File: src/rtl/mem_port_arbiter_if.sv
// Requester and data-memory signals bundled for the two-port memory arbiter.
// The arbiter takes the slave view; fetch/LSU and memory models take the master view.
interface mem_port_arbiter_if #(
  parameter int DATA_W = 64
);
  logic              req0;
  logic [DATA_W-1:0] addr0;
  logic              we0;
  logic [DATA_W-1:0] wdata0;
  logic              req1;
  logic [DATA_W-1:0] addr1;
  logic              we1;
  logic [DATA_W-1:0] wdata1;
  logic              mem_ack;
  logic [DATA_W-1:0] mem_rdata;
  logic              mem_req;
  logic              mem_we;
  logic [DATA_W-1:0] mem_addr;
  logic [DATA_W-1:0] mem_wdata;
  logic [DATA_W-1:0] rdata;
  logic              gnt0;
  logic              gnt1;
  logic              ack0;
  logic              ack1;
  logic              err0;
  logic              err1;

  modport slave (
    input  req0, addr0, we0, wdata0,
    input  req1, addr1, we1, wdata1,
    input  mem_ack, mem_rdata,
    output mem_req, mem_we, mem_addr, mem_wdata, rdata,
    output gnt0, gnt1, ack0, ack1, err0, err1
  );

  modport master (
    output req0, addr0, we0, wdata0,
    output req1, addr1, we1, wdata1,
    output mem_ack, mem_rdata,
    input  mem_req, mem_we, mem_addr, mem_wdata, rdata,
    input  gnt0, gnt1, ack0, ack1, err0, err1
  );
endinterface

File: src/rtl/mem_port_arbiter.sv
// Round-robin arbiter sharing one data-memory port between instruction fetch (0)
// and load/store (1), holding each grant until memory ack or a cycle timeout.

module mem_port_arbiter_mux2 #(
  parameter int W = 64
) (
  input  logic         i_sel,
  input  logic [W-1:0] i_a,
  input  logic [W-1:0] i_b,
  output logic [W-1:0] o_y
);
  assign o_y = i_sel ? i_b : i_a;
endmodule

module mem_port_arbiter #(
  parameter int DATA_W  = 64,
  parameter int TIMEOUT = 16,
  parameter int CNT_W   = 8
) (
  input logic                clk,
  input logic                reset,
  mem_port_arbiter_if.slave  bus
);

  typedef enum logic [1:0] {
    IDLE  = 2'd0,
    BUSY0 = 2'd1,
    BUSY1 = 2'd2
  } state_t;

  localparam logic [CNT_W-1:0] LP_CNT_LAST = CNT_W'(TIMEOUT - 1);

  state_t             r_state;
  state_t             w_next_state;
  logic               r_last_grant;
  logic               w_next_last;
  logic [CNT_W-1:0]   r_cnt;
  logic               r_we;
  logic [DATA_W-1:0]  r_addr;
  logic [DATA_W-1:0]  r_wdata;
  logic               r_err0;
  logic               r_err1;
  logic               w_grant;
  logic               w_sel;
  logic               w_timeout0;
  logic               w_timeout1;
  logic               w_mux_we;
  logic [DATA_W-1:0]  w_mux_addr;
  logic [DATA_W-1:0]  w_mux_wdata;

  // The grant decision itself selects which requester's fields get captured.
  mem_port_arbiter_mux2 #(.W(DATA_W)) u_mux_addr (
    .i_sel (w_sel),
    .i_a   (bus.addr0),
    .i_b   (bus.addr1),
    .o_y   (w_mux_addr)
  );

  mem_port_arbiter_mux2 #(.W(DATA_W)) u_mux_wdata (
    .i_sel (w_sel),
    .i_a   (bus.wdata0),
    .i_b   (bus.wdata1),
    .o_y   (w_mux_wdata)
  );

  mem_port_arbiter_mux2 #(.W(1)) u_mux_we (
    .i_sel (w_sel),
    .i_a   (bus.we0),
    .i_b   (bus.we1),
    .o_y   (w_mux_we)
  );

  always_comb begin
    w_next_state = r_state;
    w_next_last  = r_last_grant;
    w_grant      = 1'b0;
    w_sel        = 1'b0;
    w_timeout0   = 1'b0;
    w_timeout1   = 1'b0;
    unique case (r_state)
      IDLE: begin
        if (bus.req0 && bus.req1) begin
          w_grant = 1'b1;
          w_sel   = ~r_last_grant;
        end else if (bus.req0) begin
          w_grant = 1'b1;
          w_sel   = 1'b0;
        end else if (bus.req1) begin
          w_grant = 1'b1;
          w_sel   = 1'b1;
        end
        if (w_grant) begin
          w_next_state = w_sel ? BUSY1 : BUSY0;
        end
      end
      // An ack on the final counted cycle takes priority over the abort.
      BUSY0: begin
        if (bus.mem_ack) begin
          w_next_state = IDLE;
          w_next_last  = 1'b0;
        end else if (r_cnt == LP_CNT_LAST) begin
          w_next_state = IDLE;
          w_next_last  = 1'b0;
          w_timeout0   = 1'b1;
        end
      end
      BUSY1: begin
        if (bus.mem_ack) begin
          w_next_state = IDLE;
          w_next_last  = 1'b1;
        end else if (r_cnt == LP_CNT_LAST) begin
          w_next_state = IDLE;
          w_next_last  = 1'b1;
          w_timeout1   = 1'b1;
        end
      end
      default: begin
        w_next_state = IDLE;
      end
    endcase
  end

  // last_grant resets to 1 so requester 0 wins the first tie.
  always_ff @(posedge clk or posedge reset) begin
    if (reset) begin
      r_state      <= IDLE;
      r_last_grant <= 1'b1;
      r_cnt        <= '0;
      r_we         <= 1'b0;
      r_addr       <= '0;
      r_wdata      <= '0;
      r_err0       <= 1'b0;
      r_err1       <= 1'b0;
    end else begin
      r_state      <= w_next_state;
      r_last_grant <= w_next_last;
      r_err0       <= w_timeout0;
      r_err1       <= w_timeout1;
      if (w_grant) begin
        r_cnt   <= '0;
        r_we    <= w_mux_we;
        r_addr  <= w_mux_addr;
        r_wdata <= w_mux_wdata;
      end else if (r_state != IDLE) begin
        r_cnt <= r_cnt + CNT_W'(1);
      end
    end
  end

  assign bus.mem_req   = (r_state != IDLE);
  assign bus.mem_we    = r_we;
  assign bus.mem_addr  = r_addr;
  assign bus.mem_wdata = r_wdata;
  assign bus.rdata     = bus.mem_rdata;
  assign bus.gnt0      = (r_state == BUSY0);
  assign bus.gnt1      = (r_state == BUSY1);
  assign bus.ack0      = bus.mem_ack && (r_state == BUSY0);
  assign bus.ack1      = bus.mem_ack && (r_state == BUSY1);
  assign bus.err0      = r_err0;
  assign bus.err1      = r_err1;

endmodule

File: src/flat_wrapper.sv
// flat-port wrapper written by rule: the top's interface ports become plain ports
module mem_port_arbiter_flat 
#(
  parameter int DATA_W  = 64,
  parameter int TIMEOUT = 16,
  parameter int CNT_W   = 8
)
  (clk, reset, bus_req0, bus_addr0, bus_we0, bus_wdata0, bus_req1, bus_addr1, bus_we1, bus_wdata1, bus_mem_ack, bus_mem_rdata, bus_mem_req, bus_mem_we, bus_mem_addr, bus_mem_wdata, bus_rdata, bus_gnt0, bus_gnt1, bus_ack0, bus_ack1, bus_err0, bus_err1);
  mem_port_arbiter_if #(.DATA_W(DATA_W)) bus_i ();
  input logic clk;
  input logic reset;
  input wire logic [$bits(bus_i.req0)-1:0] bus_req0;
  input wire logic [$bits(bus_i.addr0)-1:0] bus_addr0;
  input wire logic [$bits(bus_i.we0)-1:0] bus_we0;
  input wire logic [$bits(bus_i.wdata0)-1:0] bus_wdata0;
  input wire logic [$bits(bus_i.req1)-1:0] bus_req1;
  input wire logic [$bits(bus_i.addr1)-1:0] bus_addr1;
  input wire logic [$bits(bus_i.we1)-1:0] bus_we1;
  input wire logic [$bits(bus_i.wdata1)-1:0] bus_wdata1;
  input wire logic [$bits(bus_i.mem_ack)-1:0] bus_mem_ack;
  input wire logic [$bits(bus_i.mem_rdata)-1:0] bus_mem_rdata;
  output wire logic [$bits(bus_i.mem_req)-1:0] bus_mem_req;
  output wire logic [$bits(bus_i.mem_we)-1:0] bus_mem_we;
  output wire logic [$bits(bus_i.mem_addr)-1:0] bus_mem_addr;
  output wire logic [$bits(bus_i.mem_wdata)-1:0] bus_mem_wdata;
  output wire logic [$bits(bus_i.rdata)-1:0] bus_rdata;
  output wire logic [$bits(bus_i.gnt0)-1:0] bus_gnt0;
  output wire logic [$bits(bus_i.gnt1)-1:0] bus_gnt1;
  output wire logic [$bits(bus_i.ack0)-1:0] bus_ack0;
  output wire logic [$bits(bus_i.ack1)-1:0] bus_ack1;
  output wire logic [$bits(bus_i.err0)-1:0] bus_err0;
  output wire logic [$bits(bus_i.err1)-1:0] bus_err1;
  assign bus_i.req0 = bus_req0;
  assign bus_i.addr0 = bus_addr0;
  assign bus_i.we0 = bus_we0;
  assign bus_i.wdata0 = bus_wdata0;
  assign bus_i.req1 = bus_req1;
  assign bus_i.addr1 = bus_addr1;
  assign bus_i.we1 = bus_we1;
  assign bus_i.wdata1 = bus_wdata1;
  assign bus_i.mem_ack = bus_mem_ack;
  assign bus_i.mem_rdata = bus_mem_rdata;
  assign bus_mem_req = bus_i.mem_req;
  assign bus_mem_we = bus_i.mem_we;
  assign bus_mem_addr = bus_i.mem_addr;
  assign bus_mem_wdata = bus_i.mem_wdata;
  assign bus_rdata = bus_i.rdata;
  assign bus_gnt0 = bus_i.gnt0;
  assign bus_gnt1 = bus_i.gnt1;
  assign bus_ack0 = bus_i.ack0;
  assign bus_ack1 = bus_i.ack1;
  assign bus_err0 = bus_i.err0;
  assign bus_err1 = bus_i.err1;
  mem_port_arbiter #(.DATA_W(DATA_W), .TIMEOUT(TIMEOUT), .CNT_W(CNT_W)) u_core (.clk(clk), .reset(reset), .bus(bus_i));
endmodule
File: config.mk
export PLATFORM = sky130hd
export DESIGN_NAME = mem_port_arbiter_flat
export DESIGN_NICKNAME = d
export VERILOG_FILES = /design/src/rtl/mem_port_arbiter_if.sv /design/src/rtl/mem_port_arbiter.sv /design/src/flat_wrapper.sv
export SDC_FILE = /design/constraint.sdc
export NUM_CORES = 1
export LEC_CHECK = 0
export CAP_MARGIN = 0
export CORE_AREA = 2 2 207 209
export CTS_BUF_LIST = sky130_fd_sc_hd__clkbuf_8
export CTS_CLUSTER_DIAMETER = 60
export DETAILED_ROUTE_END_ITERATION = 10
export DIE_AREA = 0 0 209 211
export PLACE_DENSITY_LB_ADDON = 0.25
export SLEW_MARGIN = 25
export SYNTH_ARGS = -nofsm -noshare
export SYNTH_HDL_FRONTEND = slang
export SYNTH_SLANG_ARGS = --single-unit
File: constraint.sdc
create_clock -name clk -period 14.5 [get_ports clk]
set_input_delay 2.9 -clock clk [delete_from_list [all_inputs] [get_ports clk]]
set_output_delay 2.9 -clock clk [all_outputs]
set_load 0.01 [all_outputs]
# After elaboration in Yosys (flattened, before gate mapping)
# Index checks and enable logic that the tools add are counted.
dict set report op_classes {
  addsub 1
  n_reduce_logical 10
  eq_ne 7
  bitwise 1
  mux 28
}
# cell n
set op_table {}
lappend op_table {{$mux 64} 2}
lappend op_table {{$mux 1} 18}
lappend op_table {{$mux 8} 2}
lappend op_table {{$add 8x1->8 const B} 1}
lappend op_table {{$eq 8x4->1 const B} 1}
lappend op_table {{$mux 2} 4}
lappend op_table {{$ne 3x2->1 const B} 2}
lappend op_table {{$reduce_bool 2->1} 3}
lappend op_table {{$pmux 2 s2} 1}
lappend op_table {{$logic_and 1x1->1} 3}
lappend op_table {{$ne 3x1->1 const B} 1}
lappend op_table {{$reduce_and 3->1} 1}
lappend op_table {{$eq 2x1->1 const B} 1}
lappend op_table {{$eq 2x2->1 const B} 1}
lappend op_table {{$logic_not 2->1} 1}
lappend op_table {{$ne 2x2->1 const B} 1}
lappend op_table {{$pmux 1 s2} 1}
lappend op_table {{$reduce_and 2->1} 1}
lappend op_table {{$reduce_or 2->1} 1}
lappend op_table {{$not 1->1} 1}
dict set report totals {
  in_bits 327
  register_bits 142
}

# Longest topological paths before layout
dict set report logic_depth {
  ltp_word 7
  ltp_mapped 9
  mapped_depth_nobuf 6
}

# Modules after synthesis
# A second synthesis with hierarchy kept.
dict set report unflattened {
  hier_cells 550
  area_unflattened_um2 8107.8
}
# mod area_each_um2 seq_area_each_um2 cells_per_inst n_inst
set by_module_without_submodules {}
lappend by_module_without_submodules {mem_port_arbiter 5938.2 3554.7 407 1}
lappend by_module_without_submodules {{mem_port_arbiter_mux2 at u_core.u_mux_addr ...} 1077.3 0.0 71 2}
lappend by_module_without_submodules {{mem_port_arbiter_mux2 at u_core.u_mux_we} 15.0 0.0 1 1}

# Worst setup path before layout
# OpenSTA, ideal clock, no wires.
dict set report synth_path {
  path_type {input to output}
  from {input bus_mem_ack}
  to {output bus_ack0}
  stages 1
  path_slack_ps 8554
  t_arrival_ps 3046
  cell_sequence {and2_1}
}
dict set report synth_between {
  elab_chain_len 1
}
# element line
set synth_lines {}
lappend synth_lines {{start, declared} flat_wrapper.sv:20} ;# input wire logic [$bits(bus_i.mem_ack)-1:0] bus_mem_ack;
lappend synth_lines {{$logic_and 1x1->1} mem_port_arbiter.sv:157} ;# assign bus.ack0 = bus.mem_ack && (r_state == BUSY0);
lappend synth_lines {{end, declared} flat_wrapper.sv:29} ;# output wire logic [$bits(bus_i.ack0)-1:0] bus_ack0;
# Every way passes these cells.

# Final worst setup path
dict set report layout_path {
  from {input bus_mem_ack}
  to {output bus_ack1}
}
dict set report layout_between {
  elab_chain_len 1
}
# element line
set layout_lines {}
lappend layout_lines {{$logic_and 1x1->1} mem_port_arbiter.sv:158} ;# assign bus.ack1 = bus.mem_ack && (r_state == BUSY1);
lappend layout_lines {{end, declared} flat_wrapper.sv:30} ;# output wire logic [$bits(bus_i.ack1)-1:0] bus_ack1;
# Every way passes these cells.

==> impl_metrics.tcl <==
set metrics [dict create \
    outcome "finished, final reports clean" \
    worst_r2r_endpoint "u_core.bus.mem_addr[2]" \
    worst_slack_ns 7.483 \
    synth_area_per_cell_um2 9.424 \
    p_comb_share_pct 49.8 \
    grt_first_pass_wirelength_mm 36.52 \
    synth-warning-count 0 \
    synth_flop_cell "dfrtp_1" \
    cp-start-kind "primary input" \
    grt_setup_unrepaired "false" \
    cts_buffers 17 \
    finalSetupViolCount 0 \
    cp_max_fo 5 \
    fmaxAchievable_ghz 0.1425 \
    leakage_uw 0.004324 \
    avgViaCountPerCell 3.933 \
    slew_viol_final 0 \
    ys_seq_area_share_pct 53.05 \
    drtIter0Drc 201 \
    synth.distinct_cells 32 \
    cts_htree_levels 4 \
    area_growth_pct 64.07 \
    die_y_um 211 \
    cts_root_buf "clkbuf_8" \
    slew_headroom_pct 41.39 \
    synth_top_area_cell "dfrtp_1" \
    clkTransAtPathRegs_ns 0.08 \
    power_switching_uw 754.2 \
    gp_congestion 0.7128 \
    critical_path_required_ns 11.60 \
    firstDrtPassIters 4 \
    dieArea_um2 44100 \
    cts_hold_buffers 0 \
    grt_max_degree 113 \
    p_int_uw 1252 \
    cp-startpoint "bus_mem_ack" \
    syn_inst 711 \
    fin_setup_tns_ns 0 \
    synthTopCellsByArea "dfrtp_1, o22ai_1, o21ai_1" \
    grt_usage_pct 10.80 \
    drt_wl_total_mm 24.12 \
    antenna_found_initial 0 \
    worstSetupEndpoint "bus_ack1" \
    fin_skew_ns 0.01168 \
    core_area_um2 41760 \
    endpoint_kind "output port" \
    dieWidth_um 209 \
    portBuffers 398 \
    final_util_pct 26.33 \
    rrSetupSlack_ns 11.32 \
    pwr-share-clk_pct 16.5 \
    crit_arrival_ns 4.12 \
    p_sw_share_pct 37.59 \
    period_share_pct 48.40 \
    avgRoutedWirePerCell_um 15.43 \
    finalPower_uw 2006 \
    clock_latency_ns 0.47 \
    layout-drive-gt1-share_pct 4.004 \
    synthesis.area_um2 6700 \
    path_cells "clkdlybuf4s50_1 > and2_1 > clkdlybuf4s50_1" \
    cpPeakStageDelay_ns 0.54 \
    worst-slew-pin-transition_ns 0.8791 \
    reg2reg_depth 7 \
    path_class "in2out" \
    power_density_nw_per_um2 182.5 \
    overflow 0 \
    yosys_register_bits 142 \
    place_hpwl_mm 17.72 \
    nFillCells 4489 \
    cap_violations 0 \
    final_antenna_net_count 0 \
    synthArstFlopShare_pct 100.0 \
    rows 75 \
    cts_tree "yes" \
    power_frac_seq_pct 33.7 \
    hold_class "reg2reg" \
    nets 1342 \
    cp_common_cell "clkdlybuf4s50_1" \
    num_vias 6148 \
    dpl_worst_slack_ns 7.463 \
    initial_core_util_pct 16.04 \
    vdd_drop_max_mv 0.07111 \
    diodes 0 \
    first_global_vias 6190 \
    whs_ns 0.4820 \
    ctsResizeCount 0 \
    reg2reg_from "u_core.r_state[1]" \
    synth_top_area_share_pct 52.66 \
    ioPinCount 527 \
    postSynthNetCount 1042 \
    cts.sinks 142 \
    post-cts-setup-buffer-count 0 \
    min_period_ns 7.017 \
    slowest_stage "clkdlybuf4s50_1" \
    synth_edf_count 0 \
    clock_path_buffers 2 \
    hold_viol_final 0 \
    drc 0 \
]
[registers in the layout (all words and copies together) (netlist names)]
register / cells
u_core.bus.mem_addr: 64
u_core.bus.mem_wdata: 64
u_core.r_cnt: 8
u_core.r_state: 2
u_core.bus.err0: 1
u_core.bus.err1: 1
u_core.bus.mem_we: 1
u_core.r_last_grant: 1
[final cells by class]
class	count	area, um^2	area share, %
clock inverter	12	120.1	1.093
tap	539	674.4	6.135
sequential	142	3555	32.34
timing repair buffer	404	4033	36.68
clock buffer	20	275.3	2.504
inverter	8	35.03	0.3187
multi-input combinational	438	2301	20.93
[layer usage]
layer,vias up,wire length (um),global-route usage [%]
met2,245,11800,17.98
met4,0,461,4.261
li1,3077,-,-
met5,-,0,0
met1,2798,10120,12.85
met3,28,1735,3.643
[worst max-delay path: cells and delay by family]
kind / cells / cell delay [ns]
AND/OR/NAND/NOR: 1 / 0.14
buffers and inverters: 2 / 1.07
[cell usage after synthesis, drive strengths merged (2+ instances only)]
cell type,count
buf,99
o22ai,131
nand3,9
clkbuf,24
nand2,132
and3,2
mux2i,2
o21ai,135
nor2,3
dfrtp,141
and2,6
inv,8
ha,4
a21oi,2
nor2b,2
[cells in the final DEF, fill, tap and decap left out, drive strengths merged]
cell type	count
a21bo	1
a21oi	2
a22o	1
a31oi	1
and2	6
and3	2
and4	1
buf	6
bufinv	2
clkbuf	20
clkdlybuf4s50	398
clkinv	6
clkinvlp	2
dfrtp	141
dfstp	1
ha	4
inv	10
mux2i	2
nand2	132
nand2b	1
nand3	9
nand4	1
nor2	3
nor2b	2
nor3	1
o211ai	1
o21ai	135
o22ai	131
o32a	1
xor2	1
[worst min path at each step]
stage	from	endpoint	slack (ns)	cells past startpoint
3_5_place_dp	u_core.bus.mem_wdata[12]	u_core.bus.mem_wdata[12]	0.47	2
6_report	u_core.bus.mem_wdata[29]	u_core.bus.mem_wdata[29]	0.48	2
4_1_cts	u_core.r_cnt[7]	u_core.r_cnt[7]	0.49	1
3_3_place_gp	u_core.bus.mem_wdata[32]	u_core.bus.mem_wdata[32]	0.46	2
2_1_floorplan	u_core.r_cnt[7]	u_core.r_cnt[7]	0.45	1
5_1_grt	u_core.bus.mem_wdata[14]	u_core.bus.mem_wdata[14]	0.51	2
[power groups by stage]
stage | clock (uW) | combinational, uW | sequential (uW)
after detailed placement | 0 | 1020 | 685
final | 332 | 999 | 676
after floorplan | 0 | 415 | 764
after global routing | 370 | 1100 | 705
after global placement | 0 | 1020 | 679
after CTS | 355 | 1020 | 680
[kinds of logic (layout without fill, tap and decap cells)]
group           Yosys count  count (layout)  share of synthesized area (%)
fa+ha+maj                 4               4                         0.7470
xor+xnor                  1               1                         0.1307
compound gates          273             273                          23.16
buf+inv                 131             444                          12.81
flops                   142             142                          53.05
simple gates            158             158                          9.804
mux                       2               2                         0.2988
[through the flow]
step	cell area (um^2)	std cells
finish	10990	1563
global route	10990	1563
CTS	10990	1563
detailed placement	10590	1531
global placement	10590	1531
floorplan	6700	711
(Power assumes the default switching activity.)
==> patch, RTL diff (same settings) <==
`TIMEOUT` is set to 16 in 2 places; all go to 8.
--- a/src/rtl/mem_port_arbiter.sv
+++ b/src/rtl/mem_port_arbiter.sv
@@ -14,7 +14,7 @@
 
 module mem_port_arbiter #(
   parameter int DATA_W  = 64,
-  parameter int TIMEOUT = 16,
+  parameter int TIMEOUT = 8,
   parameter int CNT_W   = 8
 ) (
   input logic                clk,
--- a/src/flat_wrapper.sv
+++ b/src/flat_wrapper.sv
@@ -2,7 +2,7 @@
 module mem_port_arbiter_flat 
 #(
   parameter int DATA_W  = 64,
-  parameter int TIMEOUT = 16,
+  parameter int TIMEOUT = 8,
   parameter int CNT_W   = 8
 )
   (clk, reset, bus_req0, bus_addr0, bus_we0, bus_wdata0, bus_req1, bus_addr1, bus_we1, bus_wdata1, bus_mem_ack, bus_mem_rdata, bus_mem_req, bus_mem_we, bus_mem_addr, bus_mem_wdata, bus_rdata, bus_gnt0, bus_gnt1, bus_ack0, bus_ack1, bus_err0, bus_err1);
Function: same outputs for any inputs over 4 cycles, from zero or initial values and one cycle with reset high; that may be too few to reach the edited logic, so the function may still have changed.
==> patch against the original RTL <==
  * Sequential power is 0.6% higher
  * Maximum frequency fell by 1.0%
  * Cell count down 0.26%
  * Total power is 0.97% lower
  * Design area fell by 0.76%
  * Area after synthesis about the same
  * Non-clock buffer count did not move
  * Clock power down 17%
  * Worst hold slack got worse by 0.0013 ns
  * Setup slack lost 0.071 ns
  * Wire length is 1.6% lower
  * Sequential cell count unchanged
  * Critical path type unchanged
  * Largest power group unchanged
==> patch: results (changes against the original RTL) <==
| Metric | Value |
|---|---|
| Vias in the first global route | 6235 (was 6190) |
| Post-synth top flop | dfrtp_1 (unchanged) |
| Largest net degree at the start of global routing | 102 (was 113) |
| Initial antenna violation count | 0 (unchanged) |
| DR top layer | met4 (unchanged) |
| Routed WL | 23700 microns (was 24100 microns) |
| Skew-Pair Late Insertion Delay | 0.46 ns |
| Tot GR Track Use | 0.106 (was 0.108) |
| Root Buffer | clkbuf_8 (unchanged) |
| Fin nets | 1341 (was 1342) |
| Initial DRC count | 189 (was 201) |
| Leak Pwr | 4.24 nW (was 4.32 nW) |
| Final GP Congestion | 0.709 (was 0.713) |
| Sequential cell area fraction in the yosys report | 0.530 (was 0.531) |
| Crit path arrival time | 4.19 ns (was 4.12 ns) |
| Status | completed (unchanged) |
| First-pass iteration count of the detailed router | 4 (unchanged) |
| Dominant cells by area after synthesis | dfrtp_1 53%, o22ai_1 12%, nand2_1 7.6% (was dfrtp_1 53%, o22ai_1 12%, o21ai_1 7.5%) |
| Setup bufs post-CTS | 0 (unchanged) |
| Crit Path Max Fanout | 7 (was 5) |
| CP peak stage delay | 0.59 ns (was 0.54 ns) |
| Clock Skews | 0.00828 ns (was 0.0117 ns) |
| First-pass GRT wire length | 35800 microns (was 36500 microns) |
| Met2 wire len | 11700 microns (was 11800 microns) |
| Syn nets | 1041 (was 1042) |
| Routed met1 length | 9600 microns (was 10100 microns) |
| DP Wirelength | 17700 microns (about the same) |
| Layout cells sized above 1 | 0.0373 (was 0.0400) |
| Clock slew at reported path FFs | 0.08 ns (about the same) |
| Least-Margin Pin Slew | 0.879 ns (about the same) |
| Top cells by count, synth | 141 x dfrtp_1, 136 x nand2_1, 131 x o22ai_1, 101 x o21ai_1, 64 x buf_4 (was 141 x dfrtp_1, 132 x nand2_1, 131 x o22ai_1, 100 x o21ai_1, 65 x buf_4) |
| Max rail drop VDD | 60.1 uV (was 71.1 uV) |
| Metal3 WL | 1820 microns (was 1740 microns) |
| Sw power | 0.766 mW (was 0.754 mW) |
| Via-per-instance ratio | 3.96 (was 3.93) |
| CP max-delay cell | clkdlybuf4s50_1 (unchanged) |
patch: logic make-up (layout without fill, tap and decap cells):
| kind of cell | Yosys count | after routing | synth area share |
|---|---|---|---|
| compound gates | 276 | 276 | 0.233 |
| xor+xnor | 1 | 1 | 0.00131 |
| fa+ha+maj | 4 | 4 | 0.00747 |
| buf+inv | 128 | 438 | 0.128 |
| flops | 142 | 142 | 0.530 |
| mux | 2 | 2 | 0.00299 |
| simple gates | 157 | 157 | 0.0969 |
patch: power groups by stage:
stage / clock (mW) / sequential [mW] / combinational, mW
2_1_floorplan: 0 / 0.765 / 0.451
3_3_place_gp: 0 / 0.679 / 1.06
3_5_place_dp: 0 / 0.689 / 1.05
4_1_cts: 0.300 / 0.684 / 1.06
5_1_grt: 0.313 / 0.708 / 1.14
6_report: 0.276 / 0.680 / 1.03
patch: final cells by class:
| cell class | instances | share of cell area |
|---|---|---|
| Clock buffer | 19 | 0.0240 |
| Clock inverter | 10 | 0.00482 |
| Inverter | 5 | 0.00218 |
| Multi-Input combinational cell | 440 | 0.212 |
| Sequential cell | 142 | 0.326 |
| Tap cell | 539 | 0.0618 |
| Timing Repair Buffer | 404 | 0.370 |
patch: worst paths after layout:
path,depth (start not counted),start,slack [ns],end
max in group asynchronous,3,reset,10.23,u_core.bus.mem_wdata[53]$_DFFE_PP0P_
worst min register to register,2,u_core.bus.mem_wdata[27]$_DFFE_PP0P_,0.48,u_core.bus.mem_wdata[27]$_DFFE_PP0P_
worst max register to register,7,u_core.r_state[1]$_DFFE_PP0P_,11.67,u_core.bus.mem_wdata[9]$_DFFE_PP0P_
worst min-delay path,2,u_core.bus.mem_wdata[27]$_DFFE_PP0P_,0.48,u_core.bus.mem_wdata[27]$_DFFE_PP0P_
min in group asynchronous,2,reset,2.91,u_core.bus.mem_addr[39]$_DFFE_PP0P_
worst max-delay path,3,bus_mem_ack,7.41,bus_ack1
patch: per-layer routing:
layer / up-vias / global-route usage
met5: - / 0
met4: 0 / 0.0451
met3: 43 / 0.0400
met2: 271 / 0.185
met1: 2798 / 0.116
li1: 3066 / -
patch: metrics by stage:
| step | instance area [sq um] | hold slack [ns] | total power, mW | std cells | setup slack, ns |
|---|---|---|---|---|---|
| 2_1_floorplan | 6700 | 0.449 | 1.22 | 710 | 7.79 |
| 3_3_place_gp | 10600 | 0.464 | 1.74 | 1530 | 7.41 |
| 3_5_place_dp | 10600 | 0.471 | 1.74 | 1530 | 7.41 |
| 4_1_cts | 10900 | 0.492 | 2.04 | 1559 | 7.41 |
| 5_1_grt | 10900 | 0.506 | 2.16 | 1559 | 7.36 |
| 6_report | 10900 | 0.481 | 1.99 | 1559 | 7.41 |
patch: critical path: cells and delay by family:
family	cells	cell delay, ns
and+or+nand+nor	1	0.16
buffers and inverters	2	1.12
